==> src/rtl/multicycle_control_unit_if.sv <==
// Datapath control bundle for multicycle_control_unit.
// The controller drives the strobes and debug state (master); the datapath
// supplies the opcode field, ALU zero flag and memory handshake (slave).
interface multicycle_control_unit_if #(
  parameter int unsigned OPCODE_W = 6,
  parameter int unsigned ALUOP_W  = 3,
  parameter int unsigned STATE_W  = 4
);
  logic [OPCODE_W-1:0] opcode;
  logic                zero;
  logic                mem_ready;
  logic                pc_write;
  logic                ir_write;
  logic                reg_write;
  logic                mem_read;
  logic                mem_write;
  logic                i_or_d;
  logic                byte_en;
  logic [1:0]          pc_src;
  logic [1:0]          reg_dst;
  logic [1:0]          mem_to_reg;
  logic                alu_src_a;
  logic [1:0]          alu_src_b;
  logic [ALUOP_W-1:0]  alu_op;
  logic                instr_done;
  logic                illegal;
  logic [STATE_W-1:0]  state;

  modport master (
    input  opcode, zero, mem_ready,
    output pc_write, ir_write, reg_write, mem_read, mem_write, i_or_d, byte_en,
           pc_src, reg_dst, mem_to_reg, alu_src_a, alu_src_b, alu_op,
           instr_done, illegal, state
  );

  modport slave (
    output opcode, zero, mem_ready,
    input  pc_write, ir_write, reg_write, mem_read, mem_write, i_or_d, byte_en,
           pc_src, reg_dst, mem_to_reg, alu_src_a, alu_src_b, alu_op,
           instr_done, illegal, state
  );
endinterface

==> src/rtl/multicycle_control_unit.sv <==
// Multi-cycle instruction sequencer for the CSE-331 datapath.
// Steps each instruction through fetch/decode/execute/memory/write-back and
// drives datapath strobes combinationally from the current state.
// Optional feature macro: MCU_ILLEGAL_TRAP_EN -- when defined, an illegal
// opcode parks the FSM in TRAP with illegal=1 until reset; otherwise TRAP
// retires the opcode as a one-cycle NOP.
module multicycle_control_unit (
  input logic                  clk,
  input logic                  rst_n,
  multicycle_control_unit_if.master bus
);
  localparam int unsigned OPCODE_W = 6;
  localparam int unsigned ALUOP_W  = 3;
  localparam int unsigned STATE_W  = 4;

  localparam logic [ALUOP_W-1:0] ALU_ADD  = ALUOP_W'(0);
  localparam logic [ALUOP_W-1:0] ALU_SUB  = ALUOP_W'(1);
  localparam logic [ALUOP_W-1:0] ALU_AND  = ALUOP_W'(2);
  localparam logic [ALUOP_W-1:0] ALU_OR   = ALUOP_W'(3);
  localparam logic [ALUOP_W-1:0] ALU_SLT  = ALUOP_W'(4);
  localparam logic [ALUOP_W-1:0] ALU_PASS = ALUOP_W'(5);

  typedef enum logic [STATE_W-1:0] {
    S_FETCH    = 4'd0,
    S_DECODE   = 4'd1,
    S_EXEC_R   = 4'd2,
    S_EXEC_I   = 4'd3,
    S_ALU_WB   = 4'd4,
    S_MEM_ADDR = 4'd5,
    S_MEM_RD   = 4'd6,
    S_MEM_WB   = 4'd7,
    S_MEM_WR   = 4'd8,
    S_BRANCH   = 4'd9,
    S_JUMP     = 4'd10,
    S_JR       = 4'd11,
    S_TRAP     = 4'd15
  } state_e;

  state_e state_q, state_d;
  logic   run_q;

  logic [OPCODE_W-1:0] op;
  assign op = bus.opcode;

  // run_q holds the controller quiet for the first cycle after reset release
  always_ff @(posedge clk or negedge rst_n) begin
    if (!rst_n) begin
      state_q <= S_FETCH;
      run_q   <= 1'b0;
    end else begin
      state_q <= state_d;
      run_q   <= 1'b1;
    end
  end

  assign bus.state = state_q;

  // Next-state and datapath strobes; everything idles at 0 until running
  always_comb begin
    state_d        = state_q;
    bus.pc_write   = 1'b0;
    bus.ir_write   = 1'b0;
    bus.reg_write  = 1'b0;
    bus.mem_read   = 1'b0;
    bus.mem_write  = 1'b0;
    bus.i_or_d     = 1'b0;
    bus.byte_en    = 1'b0;
    bus.pc_src     = 2'b00;
    bus.reg_dst    = 2'b00;
    bus.mem_to_reg = 2'b00;
    bus.alu_src_a  = 1'b0;
    bus.alu_src_b  = 2'b00;
    bus.alu_op     = ALU_ADD;
    bus.instr_done = 1'b0;
    bus.illegal    = 1'b0;

    if (run_q) begin
      case (state_q)
        S_FETCH: begin
          bus.mem_read = 1'b1;
          if (bus.mem_ready) begin
            bus.ir_write  = 1'b1;
            bus.pc_write  = 1'b1;
            bus.alu_src_b = 2'b01;
            state_d       = S_DECODE;
          end
        end

        S_DECODE: begin
          // Precompute the branch target into ALUOut
          bus.alu_src_b = 2'b11;
          case (op)
            6'h00, 6'h01, 6'h02, 6'h03, 6'h04, 6'h05: state_d = S_EXEC_R;
            6'h06:                                    state_d = S_JR;
            6'h08, 6'h09, 6'h0A, 6'h0B, 6'h0C:        state_d = S_EXEC_I;
            6'h10, 6'h11, 6'h12, 6'h13:               state_d = S_MEM_ADDR;
            6'h18, 6'h19:                             state_d = S_BRANCH;
            6'h1A, 6'h1B:                             state_d = S_JUMP;
            default:                                  state_d = S_TRAP;
          endcase
        end

        S_EXEC_R: begin
          bus.alu_src_a = 1'b1;
          case (op)
            6'h01:   bus.alu_op = ALU_SUB;
            6'h02:   bus.alu_op = ALU_AND;
            6'h03:   bus.alu_op = ALU_OR;
            6'h04:   bus.alu_op = ALU_SLT;
            6'h05:   bus.alu_op = ALU_PASS;
            default: bus.alu_op = ALU_ADD;
          endcase
          state_d = S_ALU_WB;
        end

        S_EXEC_I: begin
          bus.alu_src_a = 1'b1;
          bus.alu_src_b = 2'b10;
          case (op)
            6'h09:   bus.alu_op = ALU_SUB;
            6'h0A:   bus.alu_op = ALU_AND;
            6'h0B:   bus.alu_op = ALU_OR;
            6'h0C:   bus.alu_op = ALU_SLT;
            default: bus.alu_op = ALU_ADD;
          endcase
          state_d = S_ALU_WB;
        end

        S_ALU_WB: begin
          bus.reg_write  = 1'b1;
          bus.reg_dst    = (op <= 6'h05) ? 2'b01 : 2'b00;
          bus.instr_done = 1'b1;
          state_d        = S_FETCH;
        end

        S_MEM_ADDR: begin
          bus.alu_src_a = 1'b1;
          bus.alu_src_b = 2'b10;
          state_d       = (op == 6'h11 || op == 6'h13) ? S_MEM_WR : S_MEM_RD;
        end

        S_MEM_RD: begin
          bus.mem_read = 1'b1;
          bus.i_or_d   = 1'b1;
          bus.byte_en  = (op == 6'h12);
          if (bus.mem_ready) state_d = S_MEM_WB;
        end

        S_MEM_WB: begin
          bus.reg_write  = 1'b1;
          bus.mem_to_reg = 2'b01;
          bus.byte_en    = (op == 6'h12);
          bus.instr_done = 1'b1;
          state_d        = S_FETCH;
        end

        S_MEM_WR: begin
          bus.mem_write = 1'b1;
          bus.i_or_d    = 1'b1;
          bus.byte_en   = (op == 6'h13);
          if (bus.mem_ready) begin
            bus.instr_done = 1'b1;
            state_d        = S_FETCH;
          end
        end

        S_BRANCH: begin
          bus.alu_src_a  = 1'b1;
          bus.alu_op     = ALU_SUB;
          bus.pc_src     = 2'b01;
          bus.pc_write   = ((op == 6'h18) && bus.zero) || ((op == 6'h19) && !bus.zero);
          bus.instr_done = 1'b1;
          state_d        = S_FETCH;
        end

        S_JUMP: begin
          bus.pc_write = 1'b1;
          bus.pc_src   = 2'b10;
          if (op == 6'h1B) begin
            bus.reg_write  = 1'b1;
            bus.reg_dst    = 2'b10;
            bus.mem_to_reg = 2'b10;
          end
          bus.instr_done = 1'b1;
          state_d        = S_FETCH;
        end

        S_JR: begin
          bus.pc_write   = 1'b1;
          bus.pc_src     = 2'b11;
          bus.instr_done = 1'b1;
          state_d        = S_FETCH;
        end

        S_TRAP: begin
`ifdef MCU_ILLEGAL_TRAP_EN
          bus.illegal = 1'b1;
          state_d     = S_TRAP;
`else
          bus.instr_done = 1'b1;
          state_d        = S_FETCH;
`endif
        end

        default: state_d = S_FETCH;
      endcase
    end
  end
endmodule

==> src/flat_wrapper.sv <==
// flat-port wrapper written by rule: the top's interface ports become plain ports
module multicycle_control_unit_flat 
  (clk, rst_n, bus_opcode, bus_zero, bus_mem_ready, bus_pc_write, bus_ir_write, bus_reg_write, bus_mem_read, bus_mem_write, bus_i_or_d, bus_byte_en, bus_pc_src, bus_reg_dst, bus_mem_to_reg, bus_alu_src_a, bus_alu_src_b, bus_alu_op, bus_instr_done, bus_illegal, bus_state);
  multicycle_control_unit_if #(.OPCODE_W(6), .ALUOP_W(3), .STATE_W(4)) bus_i ();
  input logic clk;
  input logic rst_n;
  input wire logic [$bits(bus_i.opcode)-1:0] bus_opcode;
  input wire logic [$bits(bus_i.zero)-1:0] bus_zero;
  input wire logic [$bits(bus_i.mem_ready)-1:0] bus_mem_ready;
  output wire logic [$bits(bus_i.pc_write)-1:0] bus_pc_write;
  output wire logic [$bits(bus_i.ir_write)-1:0] bus_ir_write;
  output wire logic [$bits(bus_i.reg_write)-1:0] bus_reg_write;
  output wire logic [$bits(bus_i.mem_read)-1:0] bus_mem_read;
  output wire logic [$bits(bus_i.mem_write)-1:0] bus_mem_write;
  output wire logic [$bits(bus_i.i_or_d)-1:0] bus_i_or_d;
  output wire logic [$bits(bus_i.byte_en)-1:0] bus_byte_en;
  output wire logic [$bits(bus_i.pc_src)-1:0] bus_pc_src;
  output wire logic [$bits(bus_i.reg_dst)-1:0] bus_reg_dst;
  output wire logic [$bits(bus_i.mem_to_reg)-1:0] bus_mem_to_reg;
  output wire logic [$bits(bus_i.alu_src_a)-1:0] bus_alu_src_a;
  output wire logic [$bits(bus_i.alu_src_b)-1:0] bus_alu_src_b;
  output wire logic [$bits(bus_i.alu_op)-1:0] bus_alu_op;
  output wire logic [$bits(bus_i.instr_done)-1:0] bus_instr_done;
  output wire logic [$bits(bus_i.illegal)-1:0] bus_illegal;
  output wire logic [$bits(bus_i.state)-1:0] bus_state;
  assign bus_i.opcode = bus_opcode;
  assign bus_i.zero = bus_zero;
  assign bus_i.mem_ready = bus_mem_ready;
  assign bus_pc_write = bus_i.pc_write;
  assign bus_ir_write = bus_i.ir_write;
  assign bus_reg_write = bus_i.reg_write;
  assign bus_mem_read = bus_i.mem_read;
  assign bus_mem_write = bus_i.mem_write;
  assign bus_i_or_d = bus_i.i_or_d;
  assign bus_byte_en = bus_i.byte_en;
  assign bus_pc_src = bus_i.pc_src;
  assign bus_reg_dst = bus_i.reg_dst;
  assign bus_mem_to_reg = bus_i.mem_to_reg;
  assign bus_alu_src_a = bus_i.alu_src_a;
  assign bus_alu_src_b = bus_i.alu_src_b;
  assign bus_alu_op = bus_i.alu_op;
  assign bus_instr_done = bus_i.instr_done;
  assign bus_illegal = bus_i.illegal;
  assign bus_state = bus_i.state;
  multicycle_control_unit u_core (.clk(clk), .rst_n(rst_n), .bus(bus_i));
endmodule
==> config.mk <==
export PLATFORM = sky130hd
export DESIGN_NAME = multicycle_control_unit_flat
export DESIGN_NICKNAME = d
export VERILOG_FILES = /design/src/rtl/multicycle_control_unit_if.sv /design/src/rtl/multicycle_control_unit.sv /design/src/flat_wrapper.sv
export SDC_FILE = /design/constraint.sdc
export NUM_CORES = 1
export LEC_CHECK = 0
export CORE_AREA = 2 2 49 51
export DETAILED_ROUTE_END_ITERATION = 8
export DIE_AREA = 0 0 51 53
export GPL_TIMING_DRIVEN = 0
export PLACE_DENSITY = 0.76
export SLEW_MARGIN = 10
export SYNTH_ARGS = -nofsm -noshare
export SYNTH_HDL_FRONTEND = slang
export SYNTH_SLANG_ARGS = --single-unit
==> constraint.sdc <==
create_clock -name clk -period 1.64 [get_ports clk]
set_input_delay 0.328 -clock clk [delete_from_list [all_inputs] [get_ports clk]]
set_output_delay 0.328 -clock clk [all_outputs]
set_load 0.05 [all_outputs]
==> flow_summary.toml, run 1 <==
[run_status]
error = "[ERROR DPL-0038] Utilization greater than 100%, impossible to legalize"
outcome = "stopped before the end"
stop_stage = "global routing"

[cts]
numClockSinks = 5
cts_root_buf = "clkbuf_4"
hold_buffers = 0
numCtsBuffers = 3
clockBufferDepth = 2
cts.htree.levels = 1

[sta]
worst_endpoint = "bus_alu_op[1]"
endpoint_type = "top-level output"

[synth]
yosysWarnings = 0
yosys-top-cells-area = "dfrtp_1, nor2_1, nand2_1, a21oi_1, buf_6"
ys_async_sr_fraction_pct = 100
synthesis.instances = 125
synth_cell_type_count = 47
ys_dominant_reg_cell = "dfrtp_1"
synth_nets = 135
yosys.area.top_type_share_pct = 14.2
synth-seq-area-share_pct = 14.2
yosys_register_bits = 5
avgSynthCellArea_um2 = 7.05
synth_edf_count = 0
syn_area_um2 = 881
synth_area_leader_cell = "dfrtp_1"

[floorplan]
row_count = 17
start_util_pct = 41.0
fp.dieH_um = 53
die_w_um = 51
io_pins = 35

[global_route]
grt_max_degree = 11

[placed_design]
portBuffers = 29
hpwl_mm = 2.17
dpl.cell_count = 182
place_congestion = 0.916
[metrics by stage]
step                      worst slack [ns]  TNS, ns  utilization [%]  area [um2]
after global placement               -1.24   -17.32             66.2        1420
after floorplan                     -0.496    -4.13                -        1100
after detailed placement             -1.31   -17.84             66.2        1420
after CTS                           -0.402    -4.04             86.3        1850
[logic make-up after synthesis]
logic type             synth area share (%)
AND/OR/NAND/NOR                        44.0
AO/OA/AOI/OAI                          23.7
buffers and inverters                  12.2
flip-flops                             14.2
XOR/XNOR                               3.84
other                                 0.853
multiplexers                           1.14
[what timing repair did]
action | 4_1_cts
buffers inserted | 29
pin swaps | 9
cloned | 1
endpoints found under the setup margin | 25
endpoints found under the hold margin | 0
gates resized for setup | 185
[cell usage after synthesis (2+ instances only)]
| master | count |
|---|---|
| a21oi_1 | 9 |
| nor3_1 | 5 |
| and4_1 | 2 |
| nor2_1 | 16 |
| buf_6 | 3 |
| nor3b_1 | 2 |
| buf_2 | 5 |
| nor4_1 | 3 |
| conb_1 | 2 |
| nor2b_2 | 2 |
| buf_4 | 4 |
| o21ai_0 | 4 |
| dfrtp_1 | 5 |
| nand2_1 | 14 |
| nand2b_1 | 4 |
| inv_1 | 4 |
| nor2b_1 | 3 |
| o22ai_1 | 2 |
| and3_1 | 4 |
| nor4b_2 | 2 |
| nand3_1 | 4 |
==> run 2: changes to the inputs <==
--- a/config.mk
+++ b/config.mk
@@ -5,11 +5,11 @@
 export SDC_FILE = /design/constraint.sdc
 export NUM_CORES = 1
 export LEC_CHECK = 0
-export CORE_AREA = 2 2 49 51
+export CORE_AREA = 2 2 63 65
 export DETAILED_ROUTE_END_ITERATION = 8
-export DIE_AREA = 0 0 51 53
+export DIE_AREA = 0 0 65 67
 export GPL_TIMING_DRIVEN = 0
-export PLACE_DENSITY = 0.76
+export PLACE_DENSITY_LB_ADDON = 0.15
 export SLEW_MARGIN = 10
 export SYNTH_ARGS = -nofsm -noshare
 export SYNTH_HDL_FRONTEND = slang
==> run 2 against run 1 <==
Synthesized cell count is the same. The flow now finishes, with violations (setup timing). Synthesized area unchanged.
==> flow_summary.toml, run 2 <==
[global_route]
grt_pass1_wl_mm = 5.69
antenna_found_initial = 0
grt_max_degree = 11
grt_pass1_vias = 1198
gr-total-overflow = 0
grt_use_total_pct = 16.6

[placed_design]
place_congestion = 0.831
hpwl_mm = 2.21
place_ws_ns = -1.31
portBuffers = 29

[drt]
wl_per_cell_um = 15.3
viasPerCell = 4.96
drtPass1Iterations = 4
ant_nets = 0
drc = 0
drt_iter0_drc = 52
wirelength_mm = 3.90
vias = 1264

[cells_and_area]
antenna_cells = 0
drive_gt1_share_pct = 68.1
area_growth_pct = 146
layout.nets = 218
final_cell_mix = "buf_4, buf_6, nand2_1"
largest_reg_flops = 4
final_core_util_pct = 60.2
final_common_cell = "buf_4"

[synth]
synthesis.instances = 125
avgSynthCellArea_um2 = 7.05
synth_edf_count = 0
yosys_register_bits = 5
ys_async_sr_fraction_pct = 100
synth_cell_type_count = 47
synth-seq-area-share_pct = 14.2
syn_area_um2 = 881
synth_most_common_cell = "nor2_1"
yosysWarnings = 0
synth_area_leader_cell = "dfrtp_1"
synth_commonest_cells = "nor2_1, nand2_1, a21oi_1"
ys_dominant_reg_cell = "dfrtp_1"
yosys-top-cells-area = "dfrtp_1, nor2_1, nand2_1, a21oi_1, buf_6"
synth_nets = 135
yosys.area.top_type_share_pct = 14.2

[cts]
cts.htree.levels = 1
clk_pin_slew_ns = 0.04
clockBufferDepth = 2
cts_tree = "built"
cts_root_buf = "clkbuf_8"
numCtsBuffers = 3
numClockSinks = 5
hold_buffers = 0
insertion_delay_ns = 0.22

[run]
drv_cap = 0

[worst_setup_path]
crit_buf_inv = 3
crit_top_cell = "buf_6"
reg2reg_depth = 6
cp-end-kind = "output port"
slowest_delay_ns = 0.42
slowest_stage = "dfrtp_2"
critPathRequiredTime_ns = 1.31
startpoint_type = "flip-flop"
cpLargestDelayFamily = "simple AND/OR/NAND/NOR gates"
crit_type = "flip-flop to output port"
rr_startpoint = "u_core.bus.state[0]$_DFFE_PN0P_"
crit_chain = "buf_8 > nor2b_4 > nand4b_1 > buf_6 > nor4b_4 > buf_6"
cp_data_arrival_time_ns = 1.67
cp_max_fo = 7
rrSetupSlack_ns = 0.07
r2r_end = "u_core.bus.state[3]$_DFFE_PN0P_"

[pwr]
p_leak_nw = 0.938
intPower_w = 0.00201
p_comb_share_pct = 87.3
p_switching_w = 0.00195
netSwitchingFraction_pct = 49.3
seq_power_share_pct = 7.1
p_per_area_nw_per_um2 = 1830
p_clk_share_pct = 5.7
peakVddDrop_mv = 0.674

[floorplan]
die_w_um = 65
io_pins = 35
start_util_pct = 24.4
core_um2 = 3610
row_count = 22
fp.dieH_um = 67
die_area_um2 = 4360

[sta]
setup_viol = 20
layout_min_cycle_time_ns = 2.00
finalCritPeriodShare_pct = 122
hold_slack_ns = 0.333
rsz0062_at_grt = "yes"
drv_slew = 0
skew_ns = 0.00433
setup_slack_ns = -0.357
hold_viol_final = 0
max_freq_mhz = 501

[run_status]
outcome = "finished, violations left"
violations = "setup timing"

[worst_hold_path]
hp-class = "input pin to asynchronous set/reset pin"
run 2: cell counts after synthesis:
No cell type changed its count.
run 2: metrics by stage:
stage / instance area, um2 / setup TNS [ns] / std cells / total power, W
3_5_place_dp: 1450 / -18.00 / 202 / 0.00240
6_report: 2170 / -4.62 / 255 / 0.00396
4_1_cts: 1910 / -3.83 / 236 / 0.00336
2_1_floorplan: 1100 / -4.13 / 125 / 0.00189
5_1_grt: 2170 / -5.64 / 255 / 0.00416
3_3_place_gp: 1450 / -17.99 / 202 / 0.00241
run 2: final cells by class:
type | count | area, um2
Fill cell | 292 | 1440
Timing Repair Buffer | 80 | 781
Tap cell | 48 | 60.1
Clock buffer | 4 | 45.0
Multi-Input combinational cell | 103 | 995
Sequential cell | 5 | 130
Buffer | 11 | 136
Inverter | 4 | 22.5
run 2: worst max path at each step:
| stage | startpoint | to | depth (start not counted) |
|---|---|---|---|
| final | u_core.bus.state[3]$_DFFE_PN0P_ | bus_alu_op[1] | 6 |
| after detailed placement | bus_opcode[4] | bus_pc_write | 5 |
| after global routing | u_core.bus.state[3]$_DFFE_PN0P_ | bus_alu_op[2] | 6 |
| after global placement | bus_opcode[4] | bus_pc_write | 5 |
| after CTS | u_core.bus.state[2]$_DFFE_PN0P_ | bus_alu_op[1] | 6 |
| after floorplan | u_core.bus.state[2]$_DFFE_PN0P_ | bus_alu_op[1] | 4 |
run 2: metal layers:
metal	routed length, um	track usage, %	vias to the layer above	part of all wire [%]
met5	0	0	-	0
met4	34	2.13	0	0.87
met3	173	2.70	4	4.4
met2	2000	29.8	42	51
met1	1690	21.3	611	43
li1	-	-	607	-
run 2: power by group through the flow:
stage / Sequential [W] / Combinational (W) / Clock, W
2_1_floorplan: 0.000385 / 0.00151 / 0
3_3_place_gp: 0.000228 / 0.00218 / 0
3_5_place_dp: 0.000229 / 0.00218 / 0
4_1_cts: 0.000224 / 0.00291 / 0.000229
5_1_grt: 0.000287 / 0.00363 / 0.000240
6_report: 0.000280 / 0.00346 / 0.000225
run 2: kinds of logic (layout without fill, tap and decap cells):
group	count (synthesis)	count (layout)	share of synthesized area, %
and+or+nand+nor	67	67	44.0
AOI/OAI and AO/OA	30	30	23.7
muxes	1	1	1.14
buffers and inverters	17	99	12.2
DFF	5	5	14.2
xor gates and xnor gates	3	3	3.84
other	2	2	0.853
run 2: repair_timing:
action                                  CTS  global route
endpoints found under the setup margin   25            20
setup buffers                            29            23
pin swaps                                 8            18
gates cloned                              1             0
resized for setup                       187            32
Power figures use the tool's default switching activity.
